$ cat src/rtl/fifo_mem_ctrl.sv
// ---------------------------------------------------------------------------
// fifo_mem_ctrl
// Single-clock controller for a single-port FIFO storage array. It holds the
// write/read pointers and the occupancy, and puts at most one producer or
// consumer access on the shared memory port per cycle. Requests are
// round-robin arbitrated when both can proceed. After reset or flush the
// whole array is written with zeros (INIT, DEPTH cycles) before traffic is
// accepted.
//
// Ports
//   clk, rst_n          clock, asynchronous active-low reset
//   flush               synchronous discard of contents, re-runs INIT
//   wr_req/wr_data      producer request and data, held until wr_ack
//   wr_ack              write granted this cycle
//   rd_req              consumer request, held until rd_ack
//   rd_ack              read granted this cycle
//   rd_valid/rd_data    read data, one cycle after rd_ack
//   full/empty/count    occupancy status (count is 0..DEPTH)
//   busy                high while the array is being initialised
//   mem_*               storage array port (one pointer, w/r enables)
// ---------------------------------------------------------------------------
module fifo_mem_ctrl #(
   parameter int DW = 33,
   parameter int AW = 5
) (
   input  logic          clk,
   input  logic          rst_n,
   input  logic          flush,
   input  logic          wr_req,
   input  logic [DW-1:0] wr_data,
   output logic          wr_ack,
   input  logic          rd_req,
   output logic          rd_ack,
   output logic          rd_valid,
   output logic [DW-1:0] rd_data,
   output logic          full,
   output logic          empty,
   output logic [AW:0]   count,
   output logic          busy,
   output logic [AW-1:0] mem_pntr,
   output logic          mem_w_e,
   output logic          mem_r_e,
   output logic [DW-1:0] mem_w_data,
   input  logic [DW-1:0] mem_r_data
);

   localparam int            DEPTH    = 1 << AW;
   localparam logic [AW:0]   FULL_CNT = (AW+1)'(DEPTH);
   localparam logic [AW-1:0] LAST_IDX = AW'(DEPTH - 1);

   typedef enum logic {ST_INIT, ST_RUN}          state_t;
   typedef enum logic {GRANT_READ, GRANT_WRITE}  grant_t;

   state_t        state_q, state_d;
   grant_t        last_grant_q, last_grant_d;
   logic [AW-1:0] init_cnt_q, init_cnt_d;
   logic [AW-1:0] wptr_q, wptr_d;
   logic [AW-1:0] rptr_q, rptr_d;
   logic [AW:0]   count_q, count_d;
   logic          rd_valid_q, rd_valid_d;
   logic          wr_ok, rd_ok;

   assign full     = (count_q == FULL_CNT);
   assign empty    = (count_q == '0);
   assign count    = count_q;
   assign busy     = (state_q == ST_INIT);
   assign rd_valid = rd_valid_q;
   // The array registers its output, so the word for a read granted last
   // cycle is on mem_r_data exactly while rd_valid is high.
   assign rd_data  = mem_r_data;

   assign wr_ok = wr_req & ~full;
   assign rd_ok = rd_req & ~empty;

   always_comb begin
      // NOTE: every signal gets a default before any branch so no path
      // leaves one unassigned, which would infer a latch.
      state_d      = state_q;
      last_grant_d = last_grant_q;
      init_cnt_d   = init_cnt_q;
      wptr_d       = wptr_q;
      rptr_d       = rptr_q;
      count_d      = count_q;
      wr_ack       = 1'b0;
      rd_ack       = 1'b0;
      mem_w_e      = 1'b0;
      mem_r_e      = 1'b0;
      mem_pntr     = rptr_q;
      mem_w_data   = '0;

      case (state_q)
         ST_INIT: begin
            mem_w_e    = 1'b1;
            mem_pntr   = init_cnt_q;
            init_cnt_d = init_cnt_q + AW'(1);
            if (init_cnt_q == LAST_IDX) state_d = ST_RUN;
         end
         ST_RUN: begin
            if (!flush) begin
               // On contention the side that did not win last time goes.
               if (wr_ok && (!rd_ok || last_grant_q == GRANT_READ)) begin
                  wr_ack       = 1'b1;
                  mem_w_e      = 1'b1;
                  mem_pntr     = wptr_q;
                  mem_w_data   = wr_data;
                  wptr_d       = wptr_q + AW'(1);
                  count_d      = count_q + (AW+1)'(1);
                  last_grant_d = GRANT_WRITE;
               end else if (rd_ok) begin
                  rd_ack       = 1'b1;
                  mem_r_e      = 1'b1;
                  mem_pntr     = rptr_q;
                  rptr_d       = rptr_q + AW'(1);
                  count_d      = count_q - (AW+1)'(1);
                  last_grant_d = GRANT_READ;
               end
            end
         end
         default: state_d = ST_INIT;
      endcase

      if (flush) begin
         state_d      = ST_INIT;
         init_cnt_d   = '0;
         wptr_d       = '0;
         rptr_d       = '0;
         count_d      = '0;
         last_grant_d = GRANT_READ;
      end

      rd_valid_d = rd_ack;
   end

   // NOTE: the storage array itself is not reset; INIT clears it through the
   // normal write port, so only this small control state needs a reset.
   always_ff @(posedge clk or negedge rst_n) begin
      if (!rst_n) begin
         state_q      <= ST_INIT;
         last_grant_q <= GRANT_READ;
         init_cnt_q   <= '0;
         wptr_q       <= '0;
         rptr_q       <= '0;
         count_q      <= '0;
         rd_valid_q   <= 1'b0;
      end else begin
         // NOTE: non-blocking assignments so every flop samples the values
         // from before this edge, independent of statement order.
         state_q      <= state_d;
         last_grant_q <= last_grant_d;
         init_cnt_q   <= init_cnt_d;
         wptr_q       <= wptr_d;
         rptr_q       <= rptr_d;
         count_q      <= count_d;
         rd_valid_q   <= rd_valid_d;
      end
   end

endmodule

$ cat config.mk
export PLATFORM = sky130hd
export DESIGN_NAME = fifo_mem_ctrl
export DESIGN_NICKNAME = d
export VERILOG_FILES = /design/src/rtl/fifo_mem_ctrl.sv
export SDC_FILE = /design/constraint.sdc
export NUM_CORES = 1
export LEC_CHECK = 0
export ABC_AREA = 1
export CAP_MARGIN = 0
export CELL_PAD_IN_SITES_DETAIL_PLACEMENT = 0
export CELL_PAD_IN_SITES_GLOBAL_PLACEMENT = 1
export CORE_MARGIN = 1.5
export CORE_UTILIZATION = 22
export DETAILED_ROUTE_END_ITERATION = 8
export PLACE_DENSITY_LB_ADDON = 0.25
export SLEW_MARGIN = 5
export SYNTH_ARGS = -nofsm -noshare
export SYNTH_HDL_FRONTEND = slang
export SYNTH_SLANG_ARGS = --single-unit
$ cat constraint.sdc
create_clock -name clk -period 1.8 [get_ports clk]
set_input_delay 0.18 -clock clk [delete_from_list [all_inputs] [get_ports clk]]
set_output_delay 0.18 -clock clk [all_outputs]
set_load 0.005 [all_outputs]
Word level (Yosys, flattened, before mapping)
Index checks and enable logic that the tools add are counted.
{"block": "totals", "reg_bits": 24, "inputBits": 71, "output_inout_bits": 85, "elab_cells": 67}
{"block": "op_classes", "n_addsub": 5, "n_eq_ne": 4, "muxes": 34, "n_bitwise": 6, "reduce_logical": 11}
{"cell": "2-to-1 mux 33 bit", "n": 3}
{"cell": "2-to-1 mux 5 bit", "n": 11}
{"cell": "2-to-1 mux 6 bit", "n": 4}
{"cell": "adder 5 x 1 -> 5 bit, second input constant", "n": 3}
{"cell": "2-to-1 mux 1 bit", "n": 14}
{"cell": "case mux 5 bit (2 select lines)", "n": 1}
{"cell": "adder 6 x 1 -> 6 bit, second input constant", "n": 1}
{"cell": "equality test 6 bit, second input constant", "n": 1}
{"cell": "logical NOT 6 bit", "n": 1}
{"cell": "nonzero test 2 bit", "n": 3}
{"cell": "subtractor 6 x 1 -> 6 bit, second input constant", "n": 1}
{"cell": "equality test 5 bit, second input constant", "n": 1}
{"cell": "!= test 2 bit, second input constant", "n": 2}
{"cell": "NOT 1 bit", "n": 4}
{"cell": "AND reduction 2 bit", "n": 2}
{"cell": "AND reduction 3 bit", "n": 1}
{"cell": "nonzero test 3 bit", "n": 1}
{"cell": "AND 1 bit", "n": 2}
{"cell": "case mux 1 bit (2 select lines)", "n": 1}
{"cell": "logical AND 1 bit", "n": 1}
{"cell": "logical NOT 1 bit", "n": 1}
{"cell": "logical OR 1 bit", "n": 1}

Logic depth before layout (Yosys ltp)
Gate-level depths: netlist (run 1).
{"block": "depth", "depth_word": 9, "mapped_depth": 13, "mapped_depth_nobuf": 13}

Least setup slack after synthesis (run 1)
Ideal clock, no wire load.
{"block": "synth_path", "kind": "register -> register", "from": "register count_q[1], in the netlist count[1]", "to": "register count_q[4], in the netlist count[4]", "setup_ps": 127, "arrival_time_ps": 1854, "required_ps": 1673, "setup_slack_ps": -181, "path_stages_with_launch": 13, "path_buffers": 0, "synth_period_minus_slack_ps": 1981, "path_cell_list": "dfrtp_1 > nor2_1 > nand3_2 > nand3_2 > nand2_8 > fa_1 > nand2_1 > inv_1 > nor2_1 > nor2_1 > nor2_1 > xor2_1 > o21ai_0"}
{"block": "synth_between", "elab_chain_cells": 9, "elab_cells_between_ends": 17, "cone_classes": "add/sub (2); eq/ne (1); mux (4); bitwise (4); reduce/logical (6)"}
{"item": "start: declaration", "line": "59", "rtl": "logic [AW:0] count_q, count_d;"}
{"item": "start signal: assignment", "line": "153", "rtl": "count_q <= count_d;"}
{"item": "branches (longest 9 deep; another with subtractor 6 x 1 -> 6 bit)"}
Parallel ways; which one is timed is not known. The select of a mux whose other input is x is not followed.
A chain may end at the register's enable or synchronous reset.

Worst setup path after layout (run 1)
{"block": "layout_path", "from": "register count_q[2], in the netlist count[2]", "to": "register count_q[4], in the netlist count[4]"}
The elaborated chain is that of the path after synthesis.

==> summary.txt, run 1 <==
status -> finished with violations
failing checks -> negative setup slack
Slew Limit Fails -> 0
unrepaired setup endpoints after global routing -> true
wire length of the first global-routing pass -> 10,100 µm
share of cells above drive strength 1 -> 42.0%
Clock Tree Buf Depth -> 2
die area -> 11,100 µm²
GRT Overall Usage -> 11.1%
Clock Root Buffer -> clkbuf_8
cell mode on critical path -> nor2_1
family with the most delay on the worst path -> simple AND/OR/NAND/NOR gates
EDFF count, synth -> 0
Wirelength per Cell -> 11.5 µm
final worst setup slack -> -325 ps
reg2reg setup slack -> -320 ps
synthesized cell area -> 2300 µm²
Non-Filler Instances -> 529
FFs w/ async S/R, synth -> 100%
Critical Path Stages -> 14
cell area power density -> 320 nW/µm²
class of the worst hold path -> in2async
synth unique cells -> 35
Buffers on Ports -> 89
Area contributors post-synth -> dfrtp_1 (26%), nor2_4 (15%), buf_4 (11%)
worst clock skew -> 1.94 ps
clock-pin slew on the worst setup and hold paths -> 90 ps
CP Launch Type -> flop
Final setup viols -> 46
CTS tree -> yes
initial antenna violation count -> 0
Initial Utilization -> 22.5%
Synth top area share -> 26.1%
Setup TNS Final -> -10,220 ps
Num CTS Buffers -> 3
Boundary Pins -> 156
Synth Instances -> 291
Reg2Reg Depth -> 14
ys flop type -> dfrtp_1
Largest stage delay, worst path -> 410 ps
H-tree depth -> 1
dpl cells -> 511
count leader, synth -> inv_1
Final nets -> 474
Pwr Total -> 1130 µW
via count -> 2,065
total global routing overflow -> 0
Max Clk Rate -> 0.471 GHz
slew at the pin closest to its max-slew limit -> 335 ps
Fillers -> 1,069
Placement Rows -> 37
Yosys top cell by area -> dfrtp_1
vias in the first global route -> 2,078
min Tclk post-route -> 2120 ps
DIE HEIGHT -> 105 µm
Die X -> 105 µm
largest net degree at the start of global routing -> 25
critical path's slowest cell -> dfrtp_1
Worst Path Class, Setup -> reg2reg
maximum VDD drop -> 0.183 mV
Critical Path Sink Type -> flop
routability cong. -> 0.753
Critical Path RT -> 1960 ps
synth cell count leaders -> inv_1 (51), nand2_1 (46), buf_4 (35), nor2_4 (30), dfrtp_1 (24)
Clock Latency Late Sink -> 260 ps
Detailed Place HPWL -> 4620 µm
Core Footprint -> 10,200 µm²
CP bufs+invs -> 3
worst-path cell chain -> nor2_2 > buf_4 > nand3_4 > nand3_4 > nand2_8 > buf_8 > fa_2 > nand2_2 > inv_2 > nor2_1 > nor2_1 > nor2_1 > xor2_1 > o21ai_1
max_cap viols -> 0
synthesized area per cell -> 7.92 µm²
max_slew headroom -> 77.7%
Ant. Diodes -> 0
initial drt markers -> 36
register area share after synthesis -> 26.1%
RR Endpoint -> count[4]
Pleak -> 0.00174 µW
final wirelength -> 6090 µm
crit path max fanout -> 7
Final Hold Fails -> 0
Seq cells post-synth -> 24
WP data arrival -> 2280 ps
DRC violations left -> 0
DR vias/cell -> 3.90
yosys warns -> 0
Clock Sinks -> 24
Area growth syn-to-layout -> 53.2%
syn nets -> 371
drt pass-1 iters -> 4
fin crit share -> 118%
post-route ant nets -> 0
r2r startpoint -> count[2]
## per-stage QoR
| step | utilization, % | hold WS, ps | worst slack (ps) | area (µm²) |
|---|---|---|---|---|
| after CTS | 33.5 | 298 | -370 | 3430 |
| after global placement | 33.1 | 360 | -335 | 3380 |
| after global routing | 34.5 | 328 | -445 | 3530 |
| after floorplan | - | -116 | -111 | 2330 |
| final | 34.5 | 280 | -325 | 3530 |
| after detailed placement | 33.1 | 360 | -347 | 3380 |
## logic make-up (layout without fill, tap and decap cells)
| family | after synthesis | in the layout | share of synthesized area [%] |
|---|---|---|---|
| compound gates | 24 | 24 | 5.81 |
| buf+inv | 94 | 196 | 23.4 |
| simple gates | 133 | 133 | 36.9 |
| xor+xnor | 7 | 7 | 2.66 |
| fa+ha+maj | 9 | 9 | 5.21 |
| flops | 24 | 24 | 26.1 |
## cells in the final DEF, fill, tap and decap left out, types with 12 or more instances in the layout
| cell type | count |
|---|---|
| buf_2 | 38 |
| buf_4 | 32 |
| buf_6 | 12 |
| clkdlybuf4s50_1 | 45 |
| dfrtp_1 | 23 |
| inv_1 | 50 |
| nand2_1 | 42 |
| nand3_1 | 14 |
| nor2_1 | 16 |
| nor2_4 | 35 |
## cell type report
type	count	area, µm²	share of cell area, %
repair buffers	137	1180	33.4
clock buffers	4	45.0	1.28
flip-flops and latches	24	602	17.1
well taps	136	170	4.82
inverters	55	221	6.27
multi-input cells	173	1310	37.2
## state kept, by name, summed over array words and instances (netlist names)
name	count
rd_valid	1
init_cnt_q	5
wptr_q	5
rptr_q	5
state_q	1
last_grant_q	1
count	6
## metal layers
metal  vias up  routed length, µm  GRT usage, %  share of wire (%)
met2        66               2960          18.7                 49
li1       1055                  -             -                  -
met3         6                325          2.04                5.3
met1       938               2730          14.3                 45
met5         -                  0             0                  0
met4         0                 72          3.42                1.2
## what timing repair did
item,in CTS,in global routing
pin swaps,20,15
resized for setup,204,21
gates cloned,1,0
hold buffers,0,0
setup endpoints to repair,48,52
buffers inserted,11,7
## where the power goes
| part | leakage, µW | total (µW) | internal [µW] | switching, µW |
|---|---|---|---|---|
| Combinational | 0.00139 | 245 | 131 | 114 |
| Clock | 0.0000228 | 335 | 158 | 177 |
| Sequential | 0.000331 | 551 | 545 | 6.22 |
| Total | 0.00174 | 1130 | 833 | 297 |
## worst max path at each step
stage | start | endpoint | slack (ps)
final | count[2] | count[4] | -320
after CTS | count[1] | count[4] | -370
after detailed placement | wr_req | count[5] | -350
after floorplan | count[2] | count[5] | -110
after global routing | count[2] | count[4] | -440
after global placement | wr_req | count[4] | -340
Note: power is estimated with default switching activity, not from simulation.
==> run 2: changes to the inputs <==
--- a/config.mk
+++ b/config.mk
@@ -5,12 +5,12 @@
 export SDC_FILE = /design/constraint.sdc
 export NUM_CORES = 1
 export LEC_CHECK = 0
-export ABC_AREA = 1
+export ABC_AREA = 0
 export CAP_MARGIN = 0
 export CELL_PAD_IN_SITES_DETAIL_PLACEMENT = 0
 export CELL_PAD_IN_SITES_GLOBAL_PLACEMENT = 1
 export CORE_MARGIN = 1.5
-export CORE_UTILIZATION = 22
+export CORE_UTILIZATION = 20
 export DETAILED_ROUTE_END_ITERATION = 8
 export PLACE_DENSITY_LB_ADDON = 0.25
 export SLEW_MARGIN = 5
==> summary.txt, run 2 <==
status -> finished with violations
failing checks -> negative setup slack
Non-Filler Instances -> 449 (-15%)
Num CTS Buffers -> 3 (unchanged)
count leader, synth -> and2_1
final wirelength -> 6370 µm (+4.6%)
Buffers on Ports -> 89 (unchanged)
Switch Pwr -> 262 µW (-12%)
via count -> 1,844 (-11%)
maximum VDD drop -> 0.239 mV (+30%)
Area growth syn-to-layout -> 79.0%
Worst Path Class, Setup -> reg2reg
Wirelength per Cell -> 14.2 µm (+23%)
Clock Root Buffer -> clkbuf_8
Area contributors post-synth -> dfrtp_1 (32%), buf_4 (13%), and2_1 (12%)
final core occ -> 36.9% (+2.4 points)
ys flop type -> dfrtp_1
Boundary Pins -> 156 (unchanged)
class of the worst hold path -> in2async
GRT Overall Usage -> 11.7% (+0.58 points)
cell area power density -> 321 nW/µm² (+0.34%)
Final setup viols -> 62 (+35%)
routability cong. -> 0.696 (-7.6%)
synthesized area per cell -> 8.77 µm² (+11%)
Core Footprint -> 9240 µm² (-9.7%)
Reg2Reg Depth -> 11 (-3)
wire length of the first global-routing pass -> 9180 µm (-8.8%)
unrepaired setup endpoints after global routing -> true
slew at the pin closest to its max-slew limit -> 324 ps (-11.4 ps)
Final Hold Fails -> 0 (unchanged)
Placement Rows -> 35 (-5.4%)
Clock Latency Late Sink -> 270 ps (about the same)
max_slew headroom -> 78.4% (+0.76 points)
Internal -> 833 µW (about the same)
drt pass-1 iters -> 4 (unchanged)
WP data arrival -> 3080 ps (+800 ps)
Slew Limit Fails -> 0 (unchanged)
synthesized cell area -> 1900 µm² (-17%)
Sw Ratio -> 23.9% (-2.4 points)
syn nets -> 297 (-20%)
fin crit share -> 162% (+44 points)
share of cells above drive strength 1 -> 50.0% (+8.0 points)
Seq cells post-synth -> 24 (unchanged)
worst clock skew -> 8.10 ps (+6.16 ps)
Max Clk Rate -> 0.343 GHz (-27%)
Initial Utilization -> 20.6% (-1.9 points)
min Tclk post-route -> 2920 ps (+793 ps)
clock-pin slew on the worst setup and hold paths -> 90 ps (about the same)
EDFF count, synth -> 0 (unchanged)
initial antenna violation count -> 0 (unchanged)
yosys warns -> 0 (unchanged)
sequential share of power -> 50.3% (+1.6 points)
initial drt markers -> 23 (-36%)
die area -> 10,100 µm² (-8.9%)
final worst setup slack -> -1120 ps (-793 ps)
synth unique cells -> 33 (-5.7%)
Critical Path RT -> 1960 ps (about the same)
r2r startpoint -> count[2]
vias in the first global route -> 1,871 (-10%)
DRC violations left -> 0 (unchanged)
Synth Instances -> 217 (-25%)
total global routing overflow -> 0 (unchanged)
CP Launch Type -> flop
clock share of power -> 30.6% (+0.9 points)
H-tree depth -> 1 (unchanged)
pre-CTS setup slack -> -1140 ps (-794 ps)
commonest non-fill, non-tap cell in the layout -> clkdlybuf4s50_1
Critical Path Sink Type -> flop
Pleak -> 0.00160 µW (-8.5%)
DR vias/cell -> 4.11 (+5.2%)
dpl cells -> 423 (-17%)
synth cell count leaders -> and2_1 (35), buf_4 (34), nor2_1 (26), dfrtp_1 (24), a21oi_1 (13)
Clock Sinks -> 24 (unchanged)
reg2reg setup slack -> -1120 ps (-790 ps)
FFs w/ async S/R, synth -> 100% (unchanged)
Final nets -> 401 (-15%)
RR Endpoint -> count[5]
Synth top area share -> 31.6% (+5.5 points)
Hold-fix buffers, CTS -> 0 (unchanged)
Ant. Diodes -> 0 (unchanged)
Largest register FFs -> 6 (unchanged)
most frequent cells in the layout -> clkdlybuf4s50_1 (45), buf_6 (44), buf_4 (28)
largest net degree at the start of global routing -> 36 (+44%)
register area share after synthesis -> 31.6% (+5.5 points)
combinational share of power -> 19.0% (-2.6 points)
max_cap viols -> 0 (unchanged)
Die X -> 101 µm (-4.5%)
Clock Tree Buf Depth -> 2 (unchanged)
post-route ant nets -> 0 (unchanged)
CTS tree -> yes
Detailed Place HPWL -> 4480 µm (-3.1%)
Yosys top cell by area -> dfrtp_1
DIE HEIGHT -> 101 µm (-4.5%)
crit path max fanout -> 7 (unchanged)
==> run 2: cell types whose count changed in the layout (fill, tap and decap cells not counted), sizes merged, moves of 11 or more <==
cell	before	now
and2	0	35
nand3	19	4
nor2	55	27
nand2	50	2
clkbuf	4	15
inv	54	4
==> run 2: logic make-up (layout without fill, tap and decap cells) <==
kind of cell               Yosys count  after routing  share of synthesized area, %
xor gates and xnor gates            13             13                          5.98
and+or+nand+nor                     84             84                          24.2
AOI/OAI and AO/OA                   29             29                          9.53
adders and majority gates            9              9                          6.31
DFF                                 24             24                          31.6
muxes                               10             10                          5.59
buffers and inverters               48            151                          16.8
==> run 2: repair_timing <==
item / CTS / global route
setup buffers: 7 / 13
endpoints found under the setup margin: 62 / 62
pin swaps: 16 / 37
gates resized for setup: 136 / 119
cloned: 0 / 5
==> run 2: how the worst max path moves through the flow <==
stage / startpoint / end
finish: count[2] / count[5]
floorplan: count[2] / count[5]
detailed placement: count[2] / count[5]
CTS: count[2] / count[5]
global placement: count[2] / count[5]
global route: count[2] / count[5]
==> run 2: per-layer routing <==
layer,up-vias,share of wire [%],routed length [µm],global-route usage (%)
met5,-,0,0,0
met4,0,1.2,74,2.38
met3,12,7.1,455,3.33
met2,81,54,3440,21.9
met1,862,38,2400,13.1
li1,889,-,-,-
==> run 2: power groups by stage <==
stage / sequential, µW / combinational [µW] / clock, µW
6_report: 551 / 209 / 336
5_1_grt: 553 / 230 / 367
3_3_place_gp: 562 / 189 / 0
3_5_place_dp: 562 / 190 / 0
2_1_floorplan: 560 / 114 / 0
4_1_cts: 551 / 204 / 353
==> run 2: through the flow <==
stage | hold WS (ps) | total power (µW) | cell area [µm²] | setup TNS [ps]
CTS | 270 | 1110 | 3070 | -43790
global route | 294 | 1150 | 3410 | -49570
floorplan | -116 | 674 | 1940 | -24330
global placement | 360 | 751 | 2940 | -42640
detailed placement | 360 | 752 | 2940 | -43340
finish | 264 | 1100 | 3410 | -45090
==> run 2: critical path: stages, from the launching register on <==
cell and delay (ps):
dfrtp_1 390, or4_4 540, or3b_4 390, and3_4 180
clkinv_8 70, ha_4 200, a211oi_2 160, o21bai_1 100
a21oi_2 160, xnor2_1 120, and3_1 190, mux2_4 300
==> run 2: final cells by class <==
cell class,instances,area [µm²]
sequential,24,602
timing repair buffer,142,1360
fill,983,5830
clock buffer,4,45.0
multi-input combinational,145,1200
tap,129,161
inverter,5,31.3
==> run 3: changes to the inputs <==
--- a/config.mk
+++ b/config.mk
@@ -13,6 +13,7 @@
 export CORE_UTILIZATION = 20
 export DETAILED_ROUTE_END_ITERATION = 8
 export PLACE_DENSITY_LB_ADDON = 0.25
+export REMOVE_ABC_BUFFERS = 1
 export SLEW_MARGIN = 5
 export SYNTH_ARGS = -nofsm -noshare
 export SYNTH_HDL_FRONTEND = slang
==> summary.txt, run 3 (same netlist as run 2, synthesis figures left out) <==
Critical Path Sink Type -> flop
worst-path cell chain -> or4_4 > or3b_4 > and3_4 > clkinv_4 > ha_4 > a211oi_2 > o21bai_1 > a21oi_1 > xnor2_1 > and3_1 > mux2_4
Final Hold Fails -> 0 (unchanged)
CTS tree -> yes
Largest register FFs -> 6 (unchanged)
pre-CTS setup slack -> -1310 ps (-167 ps)
Final nets -> 402 (+0.25%)
final worst setup slack -> -1200 ps (-80.7 ps)
max_cap viols -> 0 (unchanged)
die area -> 10,100 µm² (unchanged)
wire length of the first global-routing pass -> 10,800 µm (+17%)
family with the most delay on the worst path -> simple AND/OR/NAND/NOR gates
DRC violations left -> 0 (unchanged)
hold slack -> 279 ps (+14.4 ps)
vias in the first global route -> 1,932 (+3.3%)
r2r startpoint -> count[4]
dpl cells -> 424 (+0.24%)
reg2reg setup slack -> -1200 ps (-80 ps)
post-route ant nets -> 0 (unchanged)
CP Launch Type -> flop
GRT Overall Usage -> 14.1% (+2.5 points)
status -> finished with violations
area post-placement -> 2910 µm² (-0.94%)
Wirelength per Cell -> 16.3 µm (+15%)
Worst Path Class, Setup -> reg2reg
Num CTS Buffers -> 3 (unchanged)
Non-Filler Instances -> 449 (unchanged)
Detailed Place HPWL -> 5050 µm (+13%)
unrepaired setup endpoints after global routing -> true
DR vias/cell -> 4.15 (+1.1%)
failing checks -> negative setup slack
min Tclk post-route -> 3000 ps (+80.7 ps)
Final setup viols -> 62 (unchanged)
maximum VDD drop -> 0.298 mV (+25%)
Buffers on Ports -> 89 (unchanged)
drt pass-1 iters -> 3 (-1)
Core Footprint -> 9240 µm² (unchanged)
Pleak -> 0.00162 µW (+1.7%)
Ant. Diodes -> 0 (unchanged)
DIE HEIGHT -> 101 µm (unchanged)
share of cells above drive strength 1 -> 50.6% (+0.62 points)
Non-Filler Cell Area, Final -> 3510 µm² (+2.9%)
final wirelength -> 7340 µm (+15%)
max_slew headroom -> 78.4% (about the same)
Fillers -> 942 (-4.2%)
Boundary Pins -> 156 (unchanged)
most frequent cells in the layout -> buf_6 (48), clkdlybuf4s50_1 (45), and2_4 (33)
largest net degree at the start of global routing -> 26 (-28%)
Clock Latency Late Sink -> 260 ps (about the same)
Clock Sinks -> 24 (unchanged)
worst clock skew -> 4.08 ps (-4.02 ps)
total global routing overflow -> 0 (unchanged)
RR Endpoint -> count[5]
routability cong. -> 0.715 (+2.8%)
initial drt markers -> 36 (+57%)
H-tree depth -> 1 (unchanged)
fin crit share -> 167% (+4.5 points)
crit path max fanout -> 4 (-3)
via count -> 1,865 (+1.1%)
initial antenna violation count -> 0 (unchanged)
WP data arrival -> 3160 ps (+80 ps)
Max Clk Rate -> 0.334 GHz (-2.7%)
commonest non-fill, non-tap cell in the layout -> buf_6
Hold-fix buffers, CTS -> 0 (unchanged)
Area growth syn-to-layout -> 84.3%
Placement Rows -> 35 (unchanged)
Clock Tree Buf Depth -> 2 (unchanged)
clock-pin slew on the worst setup and hold paths -> 90 ps (about the same)
Initial Utilization -> 20.6% (unchanged)
Reg2Reg Depth -> 11 (unchanged)
critical path's slowest cell -> or4_4
Die X -> 101 µm (unchanged)
cell area power density -> 305 nW/µm² (-5.0%)
Slew Limit Fails -> 0 (unchanged)
class of the worst hold path -> in2async
CP bufs+invs -> 1 (unchanged)
Largest stage delay, worst path -> 540 ps (about the same)
slew at the pin closest to its max-slew limit -> 325 ps (+0.755 ps)
Clock Root Buffer -> clkbuf_8
Critical Path RT -> 1960 ps (about the same)
==> run 3: worst max path at each step <==
stage | from | to | slack [ps] | depth (start not counted)
3_3_place_gp | count[0] | count[5] | -1250 | 11
5_1_grt | count[4] | count[5] | -1280 | 11
6_report | count[4] | count[5] | -1200 | 11
3_5_place_dp | count[0] | count[5] | -1310 | 11
4_1_cts | count[2] | count[5] | -1110 | 11
2_1_floorplan | count[0] | count[5] | -1370 | 11
==> run 3: repair_timing <==
action                                 in CTS  in global routing
setup buffers                              14                  6
endpoints found under the hold margin       0                  0
setup endpoints to repair                  62                 62
pin swaps                                  41                 43
resized for setup                         253                 42
cloned                                      6                  0
==> run 3: power by group <==
part | leakage [µW] | switching, µW | internal [µW]
clock network | 0.0000216 | 173 | 150
logic | 0.00127 | 73.9 | 122
registers | 0.000333 | 7.15 | 544
total | 0.00162 | 254 | 817
==> run 3: area by class of cell <==
cell class / instances / area [µm²] / share of cell area (%)
multi-input cells: 145 / 1190 / 33.8
flip-flops and latches: 24 / 601 / 17.1
clock buffers: 3 / 41.3 / 1.18
inverters: 5 / 23.8 / 0.678
repair buffers: 143 / 1490 / 42.6
well taps: 129 / 161 / 4.60
==> run 3: metrics by stage <==
step           util, %  power [µW]  setup TNS [ps]
6_report          38.0        1070          -49570
3_3_place_gp      31.5         746          -48400
5_1_grt           38.0        1120          -54250
3_5_place_dp      31.5         746          -50560
2_1_floorplan        -         602          -44300
4_1_cts           36.2        1080          -48540
==> run 3: worst reg2reg max path, delay by kind of cell, from the launching register on <==
kind / cells / cell delay, ps
AND/OR/NAND/NOR: 4 / 1310
buffers and inverters: 1 / 70
flip-flops: 1 / 380
adder cells (fa/ha/maj): 1 / 200
AO/OA/AOI/OAI: 3 / 500
XOR/XNOR: 1 / 130
multiplexers: 1 / 300
==> run 3: layer usage <==
metal / global-route usage [%] / part of all wire [%] / up-vias
li1: - / - / 895
met1: 17.4 / 41 / 862
met2: 21.4 / 46 / 100
met3: 8.04 / 11 / 6
met4: 2.06 / 0.49 / 2
met5: 5.13 / 0.44 / -
